## src/rtl/qam16_pkg.sv

```systemverilog
// Shared constants for the 16-QAM transmitter: PRBS-9 seed/taps and Gray-map levels.
package qam16_pkg;

  localparam logic [8:0] PRBS_SEED   = 9'h1FF;
  localparam int         PRBS_TAP_HI = 8;
  localparam int         PRBS_TAP_LO = 4;

  localparam int signed LVL_N3 = -3;
  localparam int signed LVL_N1 = -1;
  localparam int signed LVL_P1 = 1;
  localparam int signed LVL_P3 = 3;

  // Gray ordering along one axis: adjacent levels differ by one bit
  typedef enum logic [1:0] {
    GRAY_N3 = 2'b00,
    GRAY_N1 = 2'b01,
    GRAY_P1 = 2'b11,
    GRAY_P3 = 2'b10
  } gray_t;

endpackage

```

## src/rtl/prbs9_gen.sv

```systemverilog
// PRBS-9 payload source, x^9+x^5+1, one bit per clock from the register MSB.
module prbs9_gen
  import qam16_pkg::*;
(
  input  logic clk,
  input  logic reset,
  output logic bit_out
);

  logic [8:0] lfsr;

  always_ff @(posedge clk) begin
    if (reset) begin
      lfsr <= PRBS_SEED;
    end else begin
      lfsr <= {lfsr[7:0], lfsr[PRBS_TAP_HI] ^ lfsr[PRBS_TAP_LO]};
    end
  end

  assign bit_out = lfsr[PRBS_TAP_HI];

endmodule

```

## src/rtl/top_tx.sv

```systemverilog
// 16-QAM transmitter: PRBS-9 bits are grouped MSB-first into 4-bit symbols and
// Gray-mapped to I/Q levels, one symbol every four clocks.
module top_tx
  import qam16_pkg::*;
#(
  parameter int AMP    = 8192,
  parameter int DATA_W = 16
) (
  input  logic                     clk,
  input  logic                     reset,
  output logic signed [DATA_W-1:0] dout_i,
  output logic signed [DATA_W-1:0] dout_q
);

  logic       b;
  logic [1:0] cnt;
  logic [2:0] sr_p0;
  logic [3:0] sym_p0;
  logic       vld_p0;

  function automatic logic signed [DATA_W-1:0] gray_map(input logic [1:0] pair);
    int signed lvl;
    case (pair)
      GRAY_N3: lvl = LVL_N3;
      GRAY_N1: lvl = LVL_N1;
      GRAY_P1: lvl = LVL_P1;
      default: lvl = LVL_P3;
    endcase
    // 3*AMP stays inside the signed output range, so no clipping is needed
    return DATA_W'(lvl * AMP);
  endfunction

  prbs9_gen u_prbs (
    .clk     (clk),
    .reset   (reset),
    .bit_out (b)
  );

  // Stage p0: the current bit completes the symbol when cnt wraps
  assign sym_p0 = {sr_p0, b};
  assign vld_p0 = (cnt == 2'd3);

  always_ff @(posedge clk) begin
    if (reset) begin
      cnt    <= 2'd0;
      sr_p0  <= 3'd0;
      dout_i <= '0;
      dout_q <= '0;
    end else begin
      cnt   <= cnt + 2'd1;
      sr_p0 <= {sr_p0[1:0], b};
      // Stage p1: outputs hold between symbol boundaries
      if (vld_p0) begin
        dout_i <= gray_map(sym_p0[3:2]);
        dout_q <= gray_map(sym_p0[1:0]);
      end
    end
  end

endmodule

```

## config.mk

```make
export PLATFORM = sky130hd
export DESIGN_NAME = top_tx
export DESIGN_NICKNAME = d
export VERILOG_FILES = /design/src/rtl/qam16_pkg.sv /design/src/rtl/prbs9_gen.sv /design/src/rtl/top_tx.sv
export SDC_FILE = /design/constraint.sdc
export NUM_CORES = 1
export LEC_CHECK = 0
export ABC_CLOCK_PERIOD_IN_PS = 2720
export CORE_MARGIN = 2
export CORE_UTILIZATION = 47
export CTS_BUF_LIST = sky130_fd_sc_hd__clkbuf_4 sky130_fd_sc_hd__clkbuf_8
export DETAILED_ROUTE_END_ITERATION = 10
export MAX_ROUTING_LAYER = met4
export PLACE_DENSITY = 0.83
export SLEW_MARGIN = 30
export SYNTH_ARGS = -nofsm -noshare
export SYNTH_HDL_FRONTEND = slang
export SYNTH_SLANG_ARGS = --single-unit
```

## constraint.sdc

```tcl
create_clock -name clk -period 2.72 [get_ports clk]
set_input_delay 0.272 -clock clk [delete_from_list [all_inputs] [get_ports clk]]
set_output_delay 0.272 -clock clk [all_outputs]
set_load 0.01 [all_outputs]
```

**After elaboration in Yosys (flattened, before gate mapping)**

Cells that the tools add are included.

- Shifts and indexed selects: 0
- Divide/modulo/power cells: 0
- Bitwise logic cells: 1
- Equality and inequality tests: 5
- Multiplexer cells: 2
- Order comparisons: 0
- Reduce and logical (&&, ||, !) cells: 2
- $mul: 0
- Add/sub/neg operators: 1

Operators with widths:

| cell | number |
|---|---|
| one-hot mux 3 bit (3 select lines) | 2 |
| equality test 2 bit (second input constant) | 3 |
| equality test 2 x 1 -> 1 bit (second input constant) | 2 |
| zero test 2 bit | 2 |
| adder 2 x 1 -> 2 bit (second input constant) | 1 |
| bitwise XOR 1 bit | 1 |

- Input bits: 2
- Bits in latches: 0
- Output and inout bits: 32
- ROM bits: 0
- Word-level logic and storage cells: 16
- RAM bits: 0
- Flip-flop bits (word level): 20
- Memories kept: 0

**Longest topological paths before layout**

- Depth after elaboration: 2
- Gate-level depth with buffers: 5
- Depth with buffers taken out: 5

**Hierarchy**

From an unflattened synthesis, not the netlist that was laid out.

- Cells, all modules: 87
- Area, all modules: 870.8 µm²

Modules (own cells, without submodules):

| module | seq. area each (µm²) | area each (µm²) | cells an instance | times used |
|---|---|---|---|---|
| top_tx | 200.2 | 625.6 | 68 | 1 |
| prbs9_gen | 180.2 | 245.2 | 19 | 1 |

**Least setup slack after synthesis**

Ideal clock, no wire load.

- Kind: register to register
- From: register u_prbs.lfsr[8]
- To: register dout_q[14]
- Stages on the path, launching flop included: 5
- Arrival time: 0.835 ns
- Setup time: 0.114 ns
- Period minus slack after synthesis: 0.950 ns
- Buffers on the path: 0
- Path slack: 1.770 ns
- Data required time: 2.606 ns
- Path through: dfxtp_1 inv_1 ha_1 mux2i_1 nor2_1

- Longest elaborated chain between the ends: 2
- Elaborated cells on any way between the ends: 4
- Those cells by class: 2 x eq/ne; 1 x mux; 1 x reduce/logical

RTL lines:

| what | RTL line | source |
|---|---|---|
| start: declaration | prbs9_gen.sv:10 | `logic [8:0] lfsr;` |
| start signal: assignment | prbs9_gen.sv:16 | `lfsr <= {lfsr[7:0], lfsr[PRBS_TAP_HI] ^ lfsr[PRBS_TAP_LO]};` |
| equality test 2 bit, or another cell as far along | top_tx.sv:23 | `case (pair)` |
| one-hot mux 3 bit (3 select lines) (*) | top_tx.sv:23 |  |
| end signal: assignment | top_tx.sv:55 | `dout_q <= gray_map(sym_p0[1:0]);` |
| end: declaration | top_tx.sv:12 | `output logic signed [DATA_W-1:0] dout_q` |

Mark *: on every way between the ends. The rest lies on a longest branch, timed or not.
A chain may end at the register's enable or synchronous reset.

==> results.json <==
{
  "status": "completed",
  "fin_crit_sh_pct": 53.8,
  "cts_max_path_buffers": 2,
  "fin_setup_tns_ns": 0,
  "drt-pass1-iter-count": 2,
  "setup_viol": 0,
  "synth_seq_cells": 19,
  "critPathLaunch": "dout_q[13]$_SDFFE_PP0N_",
  "ant_nets": 0,
  "tritoncts": "built",
  "cts.root.buffer_cell": "clkbuf_4",
  "die_w_um": 46.9,
  "holdCritPathClass": "flip-flop to flip-flop",
  "rr_startpoint": "cnt[0]$_SDFF_PP0_",
  "crit_family": "buffers and inverters",
  "netlist_instances": 87,
  "peakVddDrop_mv": 0.307,
  "end_kind": "primary output",
  "antenna_found_initial": 0,
  "track_usage_pct": 9.48,
  "hold_viol": 0,
  "syn_area_um2": 866,
  "start_kind": "flip-flop",
  "final_common_cell": "conb_1",
  "hold_buffers": 0,
  "gp_congestion": 0.668,
  "wirelength_um": 964,
  "drive_gt1_share_pct": 13.8,
  "fmax_mhz": 684,
  "port_buffers": 7,
  "initial_core_util_pct": 50.1,
  "area_delta_synth_final_pct": 0,
  "drt_iter0_markers": 10,
  "top_layer": "met3",
  "num_rows": 15,
  "tightest_slew_ns": 0.525,
  "overflow": 0,
  "grt_pass1_wl_mm": 1.39,
  "cts_resized": 0,
  "clk_latency_ns": 0.28,
  "crit_chain": "clkdlybuf4s50_1",
  "cp.required_ns": 2.45,
  "seq_area_frac_synth_pct": 43.9,
  "p_leak_nw": 0.399,
  "cts_setup_buffers": 0,
  "path_buf_inv": 1,
  "path_clk_slew_ns": 0.10,
  "crit_fanout": 3,
  "drv_slew": 0,
  "maxCapViolations": 0,
  "power_mw": 0.488,
  "cts_buffers": 3,
  "hold_start": "u_prbs.lfsr[3]$_SDFF_PP1_",
  "route.met2.wl_um": 426,
  "ys_warn_count": 0,
  "yosysUniqueCellTypes": 16,
  "mostFrequentLayoutCells": "conb_1, dfxtp_1, nor2_1",
  "grt_pass1_vias": 346,
  "slew_headroom_pct": 64.9,
  "cts_max_level": 1,
  "nNetsFinal": 103,
  "die_y_um": 46.9,
  "drc": 0,
  "cpMaxStageDelayCell": "clkdlybuf4s50_1",
  "coreArea_mm2": 0.00173,
  "cp_slowest_stage_delay_ns": 0.54,
  "wire_per_inst_um": 8.10,
  "routed_via_density": 3.61,
  "num-fill-cells": 177,
  "power.density_mw_per_mm2": 564,
  "wl_met1_um": 477,
  "cts.sinks": 19,
  "fin_skew_ns": 0.00822,
  "die_area_mm2": 0.00220,
  "fin_crit_ns": 1.46,
  "syn_avg_cell_area_um2": 9.95,
  "wl_met3_um": 59,
  "io_pins": 34,
  "antennaDiodeCount": 0,
  "dp_hpwl_um": 756,
  "grt_start_max_net_pins": 20,
  "cp.arrival_ns": 1.19,
  "vias": 430,
  "rsz0062_at_grt": "false",
  "crit_type": "flip-flop to primary output"
}
through the flow:
| stage | std cells | util [%] | instance area [µm²] | hold WS (ns) | worst slack [ns] |
|---|---|---|---|---|---|
| floorplan | 112 | - | 960 | 0.373 | 1.77 |
| global placement | 115 | 48.4 | 836 | 0.395 | 1.24 |
| detailed placement | 115 | 48.4 | 836 | 0.399 | 1.21 |
| CTS | 119 | 50.1 | 866 | 0.418 | 1.24 |
| global route | 119 | 50.1 | 866 | 0.430 | 1.21 |
| finish | 119 | 50.1 | 866 | 0.413 | 1.26 |
synth_stat cells:
cell type  instances  area share [%]
buf_4             27              23
dfxtp_1           19              44
nor2_1            10             4.3
or2_2              7             5.1
ha_1               6             8.7
inv_1              5             2.2
buf_6              2             2.6
mux2i_1            2             2.3
nand2b_1           2             1.4
a211oi_2           1             1.4
a21oi_1            1            0.58
and2b_2            1             1.0
conb_1             1            0.43
o211ai_1           1            0.87
or2_1              1            0.72
xnor2_1            1             1.0
worst paths after layout:
| kind | endpoint | slack [ns] | cells past startpoint |
|---|---|---|---|
| setup / recovery | dout_i[13] | 1.26 | 1 |
| hold / removal | u_prbs.lfsr[4]$_SDFF_PP1_ | 0.41 | 1 |
| setup reg to reg | dout_q[14]$_SDFFE_PP0N_ | 1.63 | 3 |
| hold reg to reg | u_prbs.lfsr[4]$_SDFF_PP1_ | 0.41 | 1 |
metal layers:
metal | up-vias | track usage (%)
li1 | 225 | -
met1 | 188 | 12.2
met2 | 17 | 12.9
met3 | 0 | 2.31
met4 | 0 | 6.67
met5 | - | -
layout make-up:
type | count | area [µm²] | share of cell area [%]
repair buffers | 7 | 70.1 | 8.09
flip-flops and latches | 19 | 380 | 43.9
multi-input cells | 59 | 335 | 38.7
well taps | 25 | 31.3 | 3.61
clock buffers | 4 | 30.0 | 3.47
inverters | 5 | 18.8 | 2.17
registers in the layout, indices dropped and copies added (netlist names):
signal / flops
u_prbs.lfsr: 9
dout_q: 3
sr_p0: 3
cnt: 2
dout_i: 2
report_power, final:
group	switching, mW	total, mW	internal (mW)
sequential	0.00442	0.294	0.289
combinational	0.0329	0.0510	0.0181
clock	0.0767	0.144	0.0668
worst reg2reg max path, cell delays in order (launching register included):
cell and delay [ns]:
dfxtp_1 0.35, ha_1 0.34, mux2i_1 0.23, nor2_1 0.05
cell families after synthesis:
kind of cell | Yosys count | synth area share, %
XOR/XNOR | 1 | 1.01
multiplexers | 2 | 2.31
flip-flops | 19 | 43.9
buffers and inverters | 34 | 28.2
other | 1 | 0.433
AO/OA/AOI/OAI | 3 | 2.89
AND/OR/NAND/NOR | 21 | 12.6
adder cells (fa/ha/maj) | 6 | 8.67
Note: power is estimated with default switching activity, not from simulation.
